[src/rtl/commu_rx.sv]
// commu_rx: 485 UART 8N1 receiver with EB 90 / len / payload / xor-checksum de-framing.
// Optional in-frame idle timeout is compiled in with `define COMMU_RX_TIMEOUT_EN.
module commu_rx #(
  parameter int BAUD_DIV     = 16,
  parameter int TIMEOUT_BITS = 32
) (
  input  logic        clk_sys,
  input  logic        rst_n,
  input  logic        rx_a,
  output logic [7:0]  rx_data,
  output logic        rx_vld,
  output logic        rx_frm,
  output logic        rx_done,
  output logic        rx_ok,
  input  logic [15:0] fx_waddr,
  input  logic        fx_wr,
  input  logic [7:0]  fx_data,
  input  logic        fx_rd,
  input  logic [15:0] fx_raddr,
  output logic [7:0]  fx_q,
  input  logic [5:0]  mod_id
);

  // state    | meaning
  // B_IDLE   | line idle, waiting for a falling edge
  // B_START  | half-bit wait, confirm start bit still low
  // B_DATA   | sampling 8 data bits, LSB first
  // B_STOP   | sampling stop bit; after a bad stop, waiting for line high
  // F_HUNT1  | looking for 0xEB
  // F_HUNT2  | looking for 0x90
  // F_LEN    | next byte is payload length
  // F_PAY    | streaming payload bytes
  // F_CHK    | next byte is the xor checksum
  typedef enum logic [1:0] {B_IDLE, B_START, B_DATA, B_STOP} b_state_t;
  typedef enum logic [2:0] {F_HUNT1, F_HUNT2, F_LEN, F_PAY, F_CHK} f_state_t;

  localparam int CW = $clog2(BAUD_DIV);
  localparam logic [CW-1:0] FULL_TC = CW'(BAUD_DIV - 1);
  localparam logic [CW-1:0] HALF_TC = CW'(BAUD_DIV / 2 - 1);

  logic          sync1_q, sync2_q, rx_prev_q;
  logic          rx_s, rx_fall;
  b_state_t      b_state_q;
  logic [CW-1:0] b_cnt_q;
  logic [2:0]    bit_idx_q;
  logic [7:0]    shift_q;
  logic          brk_q;
  logic          byte_rdy_q;
  logic          frm_err_q;

  f_state_t      f_state_q;
  logic [7:0]    len_q;
  logic [7:0]    chk_q;
  logic [7:0]    rx_data_q;
  logic          rx_vld_q, rx_frm_q, rx_done_q, rx_ok_q;

  logic [7:0]    ok_cnt_q, chk_cnt_q, err_cnt_q;
  logic [7:0]    rd_mux;
  logic [7:0]    fx_q_q;
  logic          cnt_clr;

  logic          ev_len0, ev_chk_ok, ev_chk_bad, ev_timeout, ev_abort, err_inc;
  logic          unused_fx;

  assign unused_fx = ^fx_data;

  always_ff @(posedge clk_sys or negedge rst_n) begin
    if (!rst_n) begin
      sync1_q   <= 1'b1;
      sync2_q   <= 1'b1;
      rx_prev_q <= 1'b1;
    end else begin
      sync1_q   <= rx_a;
      sync2_q   <= sync1_q;
      rx_prev_q <= sync2_q;
    end
  end

  assign rx_s    = sync2_q;
  assign rx_fall = rx_prev_q & ~rx_s;

  always_ff @(posedge clk_sys or negedge rst_n) begin
    if (!rst_n) begin
      b_state_q  <= B_IDLE;
      b_cnt_q    <= '0;
      bit_idx_q  <= '0;
      shift_q    <= '0;
      brk_q      <= 1'b0;
      byte_rdy_q <= 1'b0;
      frm_err_q  <= 1'b0;
    end else begin
      byte_rdy_q <= 1'b0;
      frm_err_q  <= 1'b0;
      case (b_state_q)
        B_IDLE: begin
          if (rx_fall) begin
            b_cnt_q   <= HALF_TC;
            b_state_q <= B_START;
          end
        end
        B_START: begin
          if (b_cnt_q != '0) begin
            b_cnt_q <= b_cnt_q - 1'b1;
          end else if (rx_s) begin
            b_state_q <= B_IDLE;
          end else begin
            b_cnt_q   <= FULL_TC;
            bit_idx_q <= '0;
            b_state_q <= B_DATA;
          end
        end
        B_DATA: begin
          if (b_cnt_q != '0) begin
            b_cnt_q <= b_cnt_q - 1'b1;
          end else begin
            shift_q   <= {rx_s, shift_q[7:1]};
            b_cnt_q   <= FULL_TC;
            bit_idx_q <= bit_idx_q + 1'b1;
            if (bit_idx_q == 3'd7) b_state_q <= B_STOP;
          end
        end
        B_STOP: begin
          // A low stop bit may be a break; hold here until the line recovers.
          if (brk_q) begin
            if (rx_s) begin
              brk_q     <= 1'b0;
              b_state_q <= B_IDLE;
            end
          end else if (b_cnt_q != '0) begin
            b_cnt_q <= b_cnt_q - 1'b1;
          end else if (rx_s) begin
            byte_rdy_q <= 1'b1;
            b_state_q  <= B_IDLE;
          end else begin
            frm_err_q <= 1'b1;
            brk_q     <= 1'b1;
          end
        end
        default: b_state_q <= B_IDLE;
      endcase
    end
  end

  always_comb begin
    ev_len0    = 1'b0;
    ev_chk_ok  = 1'b0;
    ev_chk_bad = 1'b0;
    if (byte_rdy_q) begin
      if (f_state_q == F_LEN && shift_q == 8'h00) ev_len0 = 1'b1;
      if (f_state_q == F_CHK) begin
        ev_chk_ok  = (shift_q == chk_q);
        ev_chk_bad = (shift_q != chk_q);
      end
    end
  end

  assign ev_abort = (frm_err_q & rx_frm_q) | ev_len0 | ev_timeout;
  assign err_inc  = frm_err_q | ev_len0 | ev_timeout;

`ifdef COMMU_RX_TIMEOUT_EN
  localparam int TO_CYC = TIMEOUT_BITS * BAUD_DIV;
  localparam int TW     = $clog2(TO_CYC + 1);
  logic [TW-1:0] idle_cnt_q;
  logic          idle_run;

  assign idle_run   = rx_frm_q && (b_state_q == B_IDLE) && !rx_fall;
  assign ev_timeout = idle_run && (idle_cnt_q == '0);

  always_ff @(posedge clk_sys or negedge rst_n) begin
    if (!rst_n)                     idle_cnt_q <= '0;
    else if (!idle_run || ev_timeout) idle_cnt_q <= TW'(TO_CYC - 1);
    else                            idle_cnt_q <= idle_cnt_q - 1'b1;
  end
`else
  assign ev_timeout = 1'b0;
`endif

  always_ff @(posedge clk_sys or negedge rst_n) begin
    if (!rst_n) begin
      f_state_q <= F_HUNT1;
      len_q     <= '0;
      chk_q     <= '0;
      rx_data_q <= '0;
      rx_vld_q  <= 1'b0;
      rx_frm_q  <= 1'b0;
      rx_done_q <= 1'b0;
      rx_ok_q   <= 1'b0;
    end else begin
      rx_vld_q  <= 1'b0;
      rx_done_q <= 1'b0;
      rx_ok_q   <= 1'b0;
      if (ev_abort) begin
        rx_done_q <= 1'b1;
        rx_frm_q  <= 1'b0;
        f_state_q <= F_HUNT1;
      end else if (byte_rdy_q) begin
        case (f_state_q)
          F_HUNT1: if (shift_q == 8'hEB) f_state_q <= F_HUNT2;
          F_HUNT2: begin
            if (shift_q == 8'h90) begin
              rx_frm_q  <= 1'b1;
              f_state_q <= F_LEN;
            end else if (shift_q != 8'hEB) begin
              f_state_q <= F_HUNT1;
            end
          end
          F_LEN: begin
            len_q     <= shift_q;
            chk_q     <= shift_q;
            f_state_q <= F_PAY;
          end
          F_PAY: begin
            rx_data_q <= shift_q;
            rx_vld_q  <= 1'b1;
            chk_q     <= chk_q ^ shift_q;
            len_q     <= len_q - 1'b1;
            if (len_q == 8'd1) f_state_q <= F_CHK;
          end
          F_CHK: begin
            rx_done_q <= 1'b1;
            rx_ok_q   <= ev_chk_ok;
            rx_frm_q  <= 1'b0;
            f_state_q <= F_HUNT1;
          end
          default: f_state_q <= F_HUNT1;
        endcase
      end
    end
  end

  assign cnt_clr = fx_wr && (fx_waddr[15:10] == mod_id) && (fx_waddr[9:0] == 10'h000);

  always_ff @(posedge clk_sys or negedge rst_n) begin
    if (!rst_n) begin
      ok_cnt_q  <= '0;
      chk_cnt_q <= '0;
      err_cnt_q <= '0;
    end else if (cnt_clr) begin
      ok_cnt_q  <= '0;
      chk_cnt_q <= '0;
      err_cnt_q <= '0;
    end else begin
      if (ev_chk_ok && ok_cnt_q != 8'hFF)   ok_cnt_q  <= ok_cnt_q + 1'b1;
      if (ev_chk_bad && chk_cnt_q != 8'hFF) chk_cnt_q <= chk_cnt_q + 1'b1;
      if (err_inc && err_cnt_q != 8'hFF)    err_cnt_q <= err_cnt_q + 1'b1;
    end
  end

  always_comb begin
    rd_mux = 8'h00;
    case (fx_raddr[9:0])
      10'h000: rd_mux = ok_cnt_q;
      10'h001: rd_mux = chk_cnt_q;
      10'h002: rd_mux = err_cnt_q;
      10'h003: rd_mux = {6'b0, rx_frm_q, b_state_q != B_IDLE};
      default: rd_mux = 8'h00;
    endcase
  end

  always_ff @(posedge clk_sys or negedge rst_n) begin
    if (!rst_n)                                  fx_q_q <= '0;
    else if (fx_rd && fx_raddr[15:10] == mod_id) fx_q_q <= rd_mux;
    else                                         fx_q_q <= '0;
  end

  assign rx_data = rx_data_q;
  assign rx_vld  = rx_vld_q;
  assign rx_frm  = rx_frm_q;
  assign rx_done = rx_done_q;
  assign rx_ok   = rx_ok_q;
  assign fx_q    = fx_q_q;

endmodule
[config.mk]
export PLATFORM = sky130hd
export DESIGN_NAME = commu_rx
export DESIGN_NICKNAME = d
export VERILOG_FILES = /design/src/rtl/commu_rx.sv
export SDC_FILE = /design/constraint.sdc
export NUM_CORES = 1
export LEC_CHECK = 0
export BUFFER_PORTS_ARGS = -buffer_cell sky130_fd_sc_hd__buf_2
export CAP_MARGIN = 20
export CORE_ASPECT_RATIO = 1.25
export CORE_MARGIN = 3
export CORE_UTILIZATION = 58
export CTS_CLUSTER_DIAMETER = 40
export DETAILED_ROUTE_END_ITERATION = 10
export PLACE_DENSITY = 0.79
export SLEW_MARGIN = 20
export SYNTH_ARGS = -nofsm -noshare
export SYNTH_HDL_FRONTEND = slang
export SYNTH_SLANG_ARGS = --single-unit
[constraint.sdc]
create_clock -name clk_sys -period 2.6 [get_ports clk_sys]
set_input_delay 0.52 -clock clk_sys [delete_from_list [all_inputs] [get_ports clk_sys]]
set_output_delay 0.52 -clock clk_sys [all_outputs]
set_load 0.005 [all_outputs]
==> flow_summary.json <==
{
  "status": "finished, final reports clean",
  "power_frac_seq": 0.471,
  "crit_type": "register to register",
  "num_antenna_cells": 0,
  "grt_pass1_wl_um": 16600,
  "viasPerCell": 6.14,
  "yosys.area.top_type_share": 0.428,
  "htreeDepth": 3,
  "num_vias": 3870,
  "setup_tns_ns": 0,
  "first_pass_iters": 5,
  "grt_pass1_vias": 3614,
  "crit_required_ns": 2.85,
  "syn_nets": 537,
  "drc_errors": 0,
  "synth.most_common_cell": "dfrtp_1",
  "wl_per_cell_um": 15.7,
  "setup_viol": 0,
  "drive_gt1_frac": 0.247,
  "syn_inst": 474,
  "yosysSeqAreaShare": 0.444,
  "cp_max_fo": 18,
  "tritoncts": "yes",
  "relSlewSlack": 0.472,
  "std_cell_rows": 36,
  "synth_edf_count": 0,
  "reg2reg_depth": 4,
  "synth_common_cells": "dfrtp_1 (83), nor2_1 (45), nand2_1 (36), a21oi_1 (29)",
  "port_buffers": 62,
  "clk_pin_slew_ns": 0.09,
  "grt-ovfl-total": 0,
  "cp-end-kind": "register",
  "final_max_slew_viol_count": 0,
  "async_flop_share": 1.00,
  "rr_endpoint": "rx_data[7]",
  "cts.root.buffer_cell": "clkbuf_8",
  "synthTopCellsByArea": "dfrtp_1 (43%), mux2_2 (4.4%), nor2_1 (3.5%)",
  "switching_share": 0.295,
  "die_h_um": 108,
  "ys_types": 73,
  "postCtsHoldBufs": 0,
  "ioPinCount": 71,
  "clockBufferDepth": 2,
  "p_sw_w": 0.000930,
  "grt_use_total": 0.221,
  "core_um2": 7970,
  "ff2ff_setup_slack_ns": 0.44,
  "comb_power_share": 0.198,
  "synth_area_um2": 4850,
  "rsz0062_at_grt": "no",
  "nets": 593,
  "synth_warnings": 0,
  "drt-initial-drc-count": 373,
  "insertion_delay_ns": 0.36,
  "post_cts_resized": 0,
  "finalCritPeriodShare": 0.830,
  "arrival_ns": 2.41,
  "yosys_most_used_dff": "dfrtp_1",
  "antenna_found_initial": 0,
  "leakagePower_nw": 2.40,
  "hold_viol": 0,
  "post-cts-setup-buffer-count": 0,
  "grt_max_degree": 67,
  "fp.dieW_um": 87.8,
  "p_clk_frac": 0.331,
  "hp-class": "input pin to async pin",
  "wirelength_um": 9900,
  "fp.dieArea_um2": 9510,
  "synth_seq_cells": 86,
  "cts_sinks": 86,
  "timing.rr.start": "f_state_q[2]",
  "ant_nets": 0,
  "synthToLayoutAreaGrowth_pct": 11.1,
  "period_needed_ns": 2.16,
  "avgSynthCellArea_um2": 10.2,
  "p_int_w": 0.00223,
  "worst-slew-pin-transition_ns": 0.792,
  "power_density_nw_per_um2": 585,
  "clock_skew_ns": 0.00987,
  "gp_congestion": 0.870,
  "fmax_mhz": 464,
  "synth.largest_area_cell": "dfrtp_1",
  "initial_core_util": 0.609,
  "start_kind": "register",
  "peakVddDrop_mv": 0.379,
  "hpwl_um": 7050,
  "final_cells": 630,
  "maxCapViolations": 0,
  "numCtsBuffers": 9,
  "placed_cells": 614,
  "startpoint": "f_state_q[2]"
}
## power by group through the flow
stage / logic, W / registers, W / clock network, W
2_1_floorplan: 0.000489 / 0.00147 / 0
3_3_place_gp: 0.000596 / 0.00151 / 0
3_5_place_dp: 0.000628 / 0.00151 / 0
4_1_cts: 0.000630 / 0.00148 / 0.00106
5_1_grt: 0.000706 / 0.00150 / 0.00113
6_report: 0.000627 / 0.00149 / 0.00104
## layer usage
metal	global-route usage	share of wire	vias to the layer above	wire, µm
li1	-	-	1846	-
met1	0.285	0.42	1881	4190
met2	0.366	0.49	123	4880
met3	0.0457	0.062	20	616
met4	0.0800	0.020	0	201
met5	0	0	-	0
## per-stage QoR
step / total power, W / utilization / hold WS (ns) / cell area (µm²) / setup slack (ns)
floorplan: 0.00196 / - / 0.224 / 4850 / 0.633
global placement: 0.00210 / 0.648 / 0.346 / 5170 / 0.279
detailed placement: 0.00214 / 0.648 / 0.350 / 5170 / 0.237
CTS: 0.00317 / 0.677 / 0.234 / 5390 / 0.454
global route: 0.00333 / 0.677 / 0.228 / 5390 / 0.230
finish: 0.00316 / 0.677 / 0.240 / 5390 / 0.443
## registers in the layout, indices dropped and copies added (netlist names), named ones only
| register | flops |
|---|---|
| f_state_q | 3 |
| byte_rdy_q | 1 |
| chk_cnt_q | 8 |
| err_cnt_q | 8 |
| rx_done | 1 |
| b_cnt_q | 4 |
| rx_frm | 1 |
| rx_ok | 1 |
| b_state_q | 1 |
| fx_q | 8 |
| rx_data | 8 |
| rx_vld | 1 |
| frm_err_q | 1 |
| chk_q | 8 |
| rx_prev_q | 1 |
| brk_q | 1 |
| rx_s | 1 |
| len_q | 8 |
| sync1_q | 1 |
| ok_cnt_q | 8 |
| shift_q | 8 |
| bit_idx_q | 3 |
## cells by family after synthesis
family | synth area share
muxes | 0.0822
buffers and inverters | 0.0451
DFF | 0.444
adders and majority gates | 0.0309
and+or+nand+nor | 0.210
AOI/OAI and AO/OA | 0.140
xor gates and xnor gates | 0.0479
## area by class of cell
type                            count  area, µm²
Multi-Input combinational cell    352       2480
Sequential cell                    86       2160
Inverter                           14       52.6
Fill cell                         609       2580
Tap cell                           95        119
Timing Repair Buffer               67        363
Clock buffer                       11        141
Clock inverter                      5       82.6
## worst max-delay path by stage
stage | slack (ns) | end
after floorplan | 0.63 | err_cnt_q[3]
after global placement | 0.28 | err_cnt_q[3]
after detailed placement | 0.24 | err_cnt_q[3]
after CTS | 0.45 | rx_data[7]
after global routing | 0.23 | rx_data[6]
final | 0.44 | rx_data[7]
## layout by cell type (no fill, tap or decap), types with 5 or more instances in the layout
| master | synthesis | final |
|---|---|---|
| dfrtp_1 | 83 | 83 |
| nand4_1 | 6 | 6 |
| inv_1 | 12 | 12 |
| nand2_1 | 36 | 36 |
| ha_1 | 12 | 12 |
| mux2i_1 | 14 | 14 |
| and2_1 | 10 | 10 |
| nor4_1 | 8 | 8 |
| or4_1 | 10 | 10 |
| xor2_1 | 9 | 9 |
| a21oi_1 | 29 | 29 |
| mux2_2 | 19 | 19 |
| a311oi_1 | 7 | 7 |
| xnor2_1 | 12 | 12 |
| buf_4 | 3 | 5 |
| nand3_1 | 13 | 13 |
| nand2b_1 | 5 | 5 |
| nor2_1 | 45 | 45 |
| buf_2 | 4 | 61 |
| clkbuf_8 | 0 | 10 |
| nor3_1 | 14 | 14 |
| o21ai_0 | 19 | 19 |
| o31ai_1 | 5 | 5 |
## critical path, stage by stage (launching register included)
cell	delay [ns]
dfrtp_1	0.44
and2b_1	0.36
nand2_1	0.33
nor2_4	0.52
mux2_2	0.39
(Power assumes the default switching activity.)
